===== config.mk =====
export PLATFORM = sky130hd
export DESIGN_NAME = sdram_load_packer
export DESIGN_NICKNAME = d
export VERILOG_FILES = /design/src/rtl/sdram_load_packer.sv
export SDC_FILE = /design/constraint.sdc
export NUM_CORES = 1
export LEC_CHECK = 0
export CORE_MARGIN = 2
export CORE_UTILIZATION = 40
export CTS_CLUSTER_SIZE = 30
export DETAILED_ROUTE_END_ITERATION = 16
export GPL_TIMING_DRIVEN = 1
export PLACE_DENSITY = 0.66
export SETUP_SLACK_MARGIN = 0.4
export SLEW_MARGIN = 0
export SYNTH_ARGS = -nofsm -noshare
export SYNTH_HDL_FRONTEND = slang
export SYNTH_SLANG_ARGS = --single-unit

===== constraint.sdc =====
create_clock -name clk -period 6.9 [get_ports clk]
set_clock_uncertainty 0.15 [all_clocks]
set_input_delay 0.69 -clock clk [delete_from_list [all_inputs] [get_ports clk]]
set_output_delay 0.69 -clock clk [all_outputs]
set_load 0.05 [all_outputs]

===== src/rtl/sdram_load_packer.sv =====
// rtl/sdram_load_packer.sv - packs a byte stream into 16-bit SDRAM write requests
// Byte merging into words is enabled by defining SDRAM_LOAD_PACKER_MERGE_EN.
module sdram_load_packer #(
  parameter int DEPTH = 4
) (
  input  logic        clk,
  input  logic        reset_n,
  input  logic        in_wr,
  input  logic [25:0] in_addr,
  input  logic [7:0]  in_data,
  output logic        in_ready,
  input  logic        flush,
  output logic        idle,
  output logic        overflow,
  output logic [25:0] sd_addr,
  output logic [15:0] sd_din,
  output logic [1:0]  sd_be,
  output logic        sd_rnw,
  output logic        sd_req,
  input  logic        sd_ready
);
  localparam int AW = $clog2(DEPTH);
  localparam logic [AW:0] FULL_CNT = (AW+1)'(DEPTH);

  typedef enum logic [1:0] {S_IDLE, S_REQ, S_GAP} state_t;
  state_t state, state_nxt;

  logic [24:0]   fifo_addr [DEPTH];
  logic [15:0]   fifo_data [DEPTH];
  logic [1:0]    fifo_be   [DEPTH];
  logic [AW-1:0] wr_ptr, rd_ptr;
  logic [AW:0]   count;

  logic        full, push, pop, accept, lane;
  logic        flush_pend, flush_go, pend_valid;
  logic [24:0] push_addr;
  logic [15:0] push_data;
  logic [1:0]  push_be;

  assign full     = (count == FULL_CNT);
  assign in_ready = !full;
  assign accept   = in_wr && in_ready;
  assign lane     = in_addr[0];
  assign pop      = (state == S_REQ) && sd_ready;

`ifdef SDRAM_LOAD_PACKER_MERGE_EN
  logic [24:0] pend_addr;
  logic [15:0] pend_data;
  logic [1:0]  pend_be;
  logic        merge, auto_push;

  assign merge     = accept && pend_valid && (pend_addr == in_addr[25:1]) && !pend_be[lane];
  assign auto_push = !accept && pend_valid && (pend_be == 2'b11) && !full;
  // A flush holding a valid word must wait for FIFO space before it retires.
  assign flush_go  = flush_pend && !in_wr && !(pend_valid && full);
  assign push      = (accept && !merge && pend_valid) || auto_push || (flush_go && pend_valid);
  assign push_addr = pend_addr;
  assign push_data = pend_data;
  assign push_be   = pend_be;

  always_ff @(posedge clk or negedge reset_n) begin
    if (!reset_n) begin
      pend_valid <= 1'b0;
      pend_addr  <= '0;
      pend_data  <= '0;
      pend_be    <= '0;
    end else if (accept) begin
      if (merge) begin
        if (lane) pend_data[15:8] <= in_data;
        else      pend_data[7:0]  <= in_data;
        pend_be <= pend_be | (lane ? 2'b10 : 2'b01);
      end else begin
        pend_valid <= 1'b1;
        pend_addr  <= in_addr[25:1];
        pend_data  <= lane ? {in_data, 8'h00} : {8'h00, in_data};
        pend_be    <= lane ? 2'b10 : 2'b01;
      end
    end else if (auto_push || flush_go) begin
      pend_valid <= 1'b0;
    end
  end
`else
  assign pend_valid = 1'b0;
  assign flush_go   = flush_pend && !in_wr;
  assign push       = accept;
  assign push_addr  = in_addr[25:1];
  assign push_data  = lane ? {in_data, 8'h00} : {8'h00, in_data};
  assign push_be    = lane ? 2'b10 : 2'b01;
`endif

  always_ff @(posedge clk or negedge reset_n) begin
    if (!reset_n) begin
      flush_pend <= 1'b0;
      overflow   <= 1'b0;
    end else begin
      flush_pend <= flush || (flush_pend && !flush_go);
      overflow   <= overflow || (in_wr && !in_ready);
    end
  end

  always_ff @(posedge clk) begin
    if (push) begin
      fifo_addr[wr_ptr] <= push_addr;
      fifo_data[wr_ptr] <= push_data;
      fifo_be[wr_ptr]   <= push_be;
    end
  end

  always_ff @(posedge clk or negedge reset_n) begin
    if (!reset_n) begin
      wr_ptr <= '0;
      rd_ptr <= '0;
      count  <= '0;
    end else begin
      if (push) wr_ptr <= wr_ptr + AW'(1);
      if (pop)  rd_ptr <= rd_ptr + AW'(1);
      if (push && !pop)      count <= count + (AW+1)'(1);
      else if (pop && !push) count <= count - (AW+1)'(1);
    end
  end

  always_ff @(posedge clk or negedge reset_n) begin
    if (!reset_n) state <= S_IDLE;
    else          state <= state_nxt;
  end

  always_comb begin
    state_nxt = state;
    case (state)
      S_IDLE:  if (count != '0) state_nxt = S_REQ;
      S_REQ:   if (sd_ready) state_nxt = S_GAP;
      S_GAP:   state_nxt = S_IDLE;
      default: state_nxt = S_IDLE;
    endcase
  end

  // The head entry cannot change while in S_REQ, so the request fields stay stable.
  always_comb begin
    sd_req  = 1'b0;
    sd_addr = '0;
    sd_din  = '0;
    sd_be   = '0;
    if (state == S_REQ) begin
      sd_req  = 1'b1;
      sd_addr = {1'b0, fifo_addr[rd_ptr]};
      sd_din  = fifo_data[rd_ptr];
      sd_be   = fifo_be[rd_ptr];
    end
  end

  assign sd_rnw = 1'b0;
  assign idle   = !pend_valid && (count == '0) && (state == S_IDLE) && !flush_pend;

endmodule


==> results.ini <==
[outcome]
run_status = finished, final reports clean

[floorplanning]
die-area_mm2 = 0.0191
num_rows = 49
die-height_um = 138
fp.coreArea_mm2 = 0.0178
die_width_um = 138
initial_core_util_pct = 40.5
design.portCount = 88

[logic_synthesis]
ys_types = 25
yosysWarningCount = 0
synthesis.area_per_instance_um2 = 21.1
ys_seq_area_share_pct = 75.6
ys.flop_type = sky130_fd_sc_hd__edfxtp_1
mappedNetlistArea_mm2 = 0.00719
ys_seq_elements = 183
synth_enable_flop_cells = 172
synth_async_sr_flop_share_pct = 6.01
synthesis.instances = 341

[setup_path]
r2r_start = state[0]
timing.rr.end = count[1]
arrival_ps = 2980
cp_data_required_time_ps = 6060
startpoint = rd_ptr[0]
crit_type = flip-flop to output port
timing.critical_path.to_type = output port
r2r.worst_path.cells = 6
reg2reg_setup_slack_ps = 4090
crit_path_max_fanout = 45
critical_path.startpoint_type = flip-flop

[power]
pwr_density_cell_mw_per_mm2 = 481
ir_worst_vdd_mv = 0.243
intPower_mw = 2.77
p_switching_mw = 1.50
p_sw_share_pct = 35.1
seq_pwr_share_pct = 39.2
clock_power_share_pct = 23.8
leak_nw = 2.94
power_frac_comb_pct = 37.1

[sta]
final-hold-violation-count = 0
rsz_0062_raised_after_global_routing = no
slew_violations = 0
timing_worst_slew_pin_value_ps = 1170
finalCritPeriodShare_pct = 55.3
clock.fmax_mhz = 262
slew_headroom_pct = 22.0
setup_tns_ps = 0
finalCriticalPeriod_ps = 3820
finalWorstSetupSlack_ps = 3080
report.final.setup_viol = 0

[placed_design]
place.port_buffers = 85
hpwl_mm = 7.55
detailed_place.area_mm2 = 0.00826
finalWeightedCongestion = 0.642
dp_cells = 641
place_ws_ps = 3440

[global_routing]
grt_use_met1_pct = 17.7
use_met2_pct = 24.5
global_route.overflow_total = 0
grt_max_degree = 47
grt-busiest-layer = met2
via_count_of_the_first_global_routing_pass = 3719
number_of_antenna_violations_at_the_first_check_in_global_routing = 0
grt_pass1_wl_mm = 20.6
gr-usage-all-layers_pct = 14.4
grtUsageMet3_pct = 3.60

[drt]
via_per_inst = 5.04
route.final.wire_length_mm = 13.0
vias_after_detailed_routing = 3385
remaining_drc_errors = 0
drtIter0Drc = 280
drt_pre_antenna_iters = 4
antenna_violating_nets_post_route = 0
route.detailed.wl_per_inst_um = 19.4

[clock_tree]
cts_tree = done
cts.hold.buffers_added = 0
h-tree-depth = 4
clkLatencyLatePin_ps = 420
cts_made_buffers = 17
cts.root.buffer_cell = sky130_fd_sc_hd__clkbuf_16
postCtsSetupRepairBufs = 0
clock-sinks = 183
post_cts.resized_instances = 0
clk_pin_slew_worst_paths_ps = 60
cts_max_path_buffers = 2

[layout]
most-common-layout-cells = sky130_fd_sc_hd__edfxtp_1, sky130_fd_sc_hd__clkdlybuf4s50_1, sky130_fd_sc_hd__and2_1
fin_area_mm2 = 0.00887
final_common_cell = sky130_fd_sc_hd__edfxtp_1
finish.cell_count_without_fillers = 671
fillCellCount = 1477
synthToLayoutAreaGrowth_pct = 23.3
diodes_inserted = 0
drive_above_1_share_pct = 17.6
fin_nets = 476

[worst_hold_path]
endpoint_of_the_worst_hold_timing_path = overflow
min_path_type = flip-flop to flip-flop
min_from = overflow
worstHoldPathCells = 1

[run]
drv_cap = 0

kinds of logic after synthesis:
| group | synth area share [%] |
|---|---|
| buf+inv | 2.05 |
| mux | 13.9 |
| other cells | 0.0521 |
| simple gates | 6.16 |
| compound gates | 0.313 |
| fa+ha+maj | 1.15 |
| flops | 75.6 |
| xor+xnor | 0.730 |
power by group through the flow:
stage | Clock, mW | Sequential, mW | Combinational (mW)
after CTS | 1.03 | 1.68 | 1.61
after global routing | 1.07 | 1.71 | 1.67
final | 1.01 | 1.67 | 1.58
after floorplan | 0 | 1.55 | 1.25
after detailed placement | 0 | 1.71 | 1.61
after global placement | 0 | 1.69 | 1.60
sequential cells by signal, summed over array words and instances, names as in the netlist:
register	cells
state	2
fifo_be	8
count	3
wr_ptr	2
fifo_addr	100
fifo_data	64
overflow	1
flush_pend	1
rd_ptr	2
critical path, stage by stage (launching register included):
cell and delay [ps]:
sky130_fd_sc_hd__dfrtp_4 1040, sky130_fd_sc_hd__mux4_2 610, sky130_fd_sc_hd__and2_1 180, sky130_fd_sc_hd__clkdlybuf4s50_1 700
metal layers:
| metal | vias to the layer above | share of wire [%] | wire length (um) |
|---|---|---|---|
| met5 | - | 0 | 0 |
| met3 | 20 | 3.5 | 460 |
| met1 | 1780 | 43 | 5570 |
| li1 | 1510 | - | - |
| met4 | 0 | 1.8 | 232 |
| met2 | 75 | 52 | 6750 |
cell usage after synthesis, drive strengths merged (2+ instances only):
cell | number | area [um^2]
a21o | 2 | 15.0
and2 | 55 | 344
buf | 14 | 106
clkbuf | 5 | 18.8
dfrtp | 11 | 275
edfxtp | 172 | 5160
ha | 5 | 62.6
inv | 6 | 22.5
mux2 | 2 | 22.5
mux4 | 43 | 980
nor2 | 2 | 7.51
nor2b | 10 | 62.6
xnor2 | 4 | 35.0
xor2 | 2 | 17.5
worst max path at each step:
| stage | slack, ps | endpoint |
|---|---|---|
| 2_1_floorplan | 3820 | idle |
| 3_3_place_gp | 3430 | sd_din[15] |
| 3_5_place_dp | 3440 | sd_be[0] |
| 4_1_cts | 2970 | sd_din[14] |
| 5_1_grt | 2880 | sd_din[15] |
| 6_report | 3080 | sd_din[13] |
stage by stage:
stage	hold WS [ps]	utilization, %	total power, mW
2_1_floorplan	244	-	2.80
3_3_place_gp	294	46.4	3.29
3_5_place_dp	293	46.4	3.32
4_1_cts	308	49.9	4.33
5_1_grt	339	49.9	4.45
6_report	304	49.9	4.27
cell type report:
cell class | count | area (um^2) | share of cell area [%]
inverter | 6 | 22.5 | 0.254
timing repair buffer | 89 | 881 | 9.93
multi-input combinational | 134 | 1620 | 18.3
clock inverter | 11 | 181 | 2.04
sequential | 183 | 5450 | 61.4
tap | 229 | 287 | 3.23
clock buffer | 19 | 433 | 4.88
Power figures use the tool's default switching activity.
==> RTL edit, RTL diff (same settings) <==
Put one more register stage on the output `overflow`, with the module's reset. The value now appears one clock later. The other outputs are not delayed to match.
--- a/src/rtl/sdram_load_packer.sv
+++ b/src/rtl/sdram_load_packer.sv
@@ -25,2 +25,4 @@
   typedef enum logic [1:0] {S_IDLE, S_REQ, S_GAP} state_t;
+
+  logic overflow_s0;
   state_t state, state_nxt;
@@ -93,6 +95,6 @@
       flush_pend <= 1'b0;
-      overflow   <= 1'b0;
+      overflow_s0 <= 1'b0;
     end else begin
       flush_pend <= flush || (flush_pend && !flush_go);
-      overflow   <= overflow || (in_wr && !in_ready);
+      overflow_s0 <= overflow_s0 || (in_wr && !in_ready);
     end
@@ -153,2 +155,10 @@
 
+  always_ff @(posedge clk or negedge reset_n) begin
+    if (!reset_n) begin
+      overflow <= '0;
+    end else begin
+      overflow <= overflow_s0;
+    end
+  end
+
 endmodule
Formal check against the unedited RTL: not equivalent (a bounded check fails within 10 cycles, from zero or initial values and one cycle with reset_n low).
==> RTL edit against the original RTL <==
- sequential share of layout area is 0.14 points lower
- setup slack worse by 0.030 ns
- register-to-register slack worse by 0.06 ns
- sequential cell count increased by 1
- first-iteration DRC count decreased by 27%
- cell area grew 0.69%
- critical path depth stayed put
- area after synthesis is 0.35% higher
- power rose by 1.1%
- clock power up 4%
- final cell count up 0.45%
- wire length shrank 0.51%
==> RTL edit: results (changes against the original RTL) <==
[detailed_routing]
dr.pass1.iters=4  ; unchanged
num_vias=3412  ; was 3385
drt_wl_total_um=12900  ; was 13000 um
drt_iter0_drc=204  ; was 280
routedWlPerCell_um=19.2  ; was 19.4 um

[sta]
whs_ns=0.249  ; was 0.304 ns
worst_slack_ns=3.05  ; was 3.08 ns
worst_pin_slew_ns=1.17  ; about the same

[clock_network]
post-cts-setup-buffers=0  ; unchanged
htreeDepth=4  ; unchanged
clk_pin_slew_ns=0.07
ctsResizeCount=0  ; unchanged
clock_latency_ns=0.43

[synth]
synthDistinctLibCells=25  ; unchanged
synth_flop_cell=edfxtp_1  ; unchanged
ys_top_cells_by_area=edfxtp_1 72%, mux4_2 12%, and2_1 4.8%, dfrtp_1 4.2%, mux4_1 1.1%  ; was edfxtp_1 72%, mux4_2 13%, and2_1 4.8%, dfrtp_1 3.8%, mux4_1 1.1%
async_flop_share=0.0652  ; was 0.0601
ys_seq_area_frac=0.757  ; was 0.756
syn-instance-count=342  ; was 341
ys_top_cells_by_count=172 x edfxtp_1, 55 x and2_1, 40 x mux4_2  ; unchanged

[setup_path]
worstSetupStartpoint=rd_ptr[0]  ; unchanged
timing.rr.end=count[1]  ; unchanged
crit_end=sd_din[11]  ; was sd_din[13]
max_stage_delay_ns=1.04  ; about the same
rrSetupSlack_ns=4.03  ; was 4.09 ns
arrival_ns=3.01  ; was 2.98 ns
cp_top_family=flip-flops  ; unchanged

[finish]
final-seq-area_um2=5470  ; was 5450 um2
clk_share=0.0728  ; was 0.0692
seq_cell_count=184  ; was 183
drive_gt1_frac=0.187  ; was 0.176
inv_count=6  ; unchanged
num_antenna_cells=0  ; unchanged
buffers=89  ; unchanged
buffer_area_frac=0.0986  ; was 0.0993
nets=477  ; was 476
largestRegisters=fifo_addr x100, fifo_data x64, fifo_be x8  ; unchanged
clockBufferCount=17  ; was 19
nFillCells=1430  ; was 1477

[worst_hold_path]
holdPathStages=0  ; was 1
hp-class=reg2reg  ; unchanged
holdPathEnd=overflow  ; unchanged
min-delay-start=overflow_s0  ; was overflow

[grt]
grt_pass1_vias=3722  ; was 3719
antenna_found_initial=0  ; unchanged
grt_max_degree=47  ; unchanged
grt_use_total=0.144  ; about the same
grt_pass1_wl_um=20600  ; about the same

[power]
combPwrFrac=0.367  ; was 0.371
vdd_drop_max_mv=0.342  ; was 0.243 mV
netSwitchingPower_mw=1.52  ; was 1.50 mW
p_int_mw=2.79  ; was 2.77 mW
pg_clk_mw=1.05  ; was 1.01 mW
leakage_nw=2.97  ; was 2.94 nW

[placed_design]
dp_cells=642  ; was 641
hpwlAfterDp_um=7530  ; was 7550 um
gp_congestion=0.709  ; was 0.642
pre_cts_ws_ns=3.43  ; was 3.44 ns

[outcome]
status=finished clean  ; unchanged

[RTL edit: through the flow]
step                       util  area (um2)
after floorplan               -        7220
after global placement    0.464        8280
after detailed placement  0.464        8280
after CTS                 0.501        8930
after global routing      0.501        8930
final                     0.501        8930
[RTL edit: logic make-up after synthesis]
| family | count (synthesis) | share of synthesized area |
|---|---|---|
| compound gates | 3 | 0.00312 |
| mux | 45 | 0.139 |
| fa+ha+maj | 6 | 0.0114 |
| flops | 184 | 0.757 |
| xor+xnor | 6 | 0.00728 |
| simple gates | 72 | 0.0614 |
| buf+inv | 25 | 0.0204 |
| other cells | 1 | 0.000519 |
[RTL edit: routing by layer]
metal | share of wire | wire (um) | track usage | up-vias
met5 | 0 | 0 | 0 | -
met4 | 0.023 | 294 | 0.0634 | 0
met3 | 0.048 | 622 | 0.0391 | 23
met2 | 0.50 | 6440 | 0.233 | 89
met1 | 0.43 | 5590 | 0.183 | 1774
li1 | - | - | - | 1526
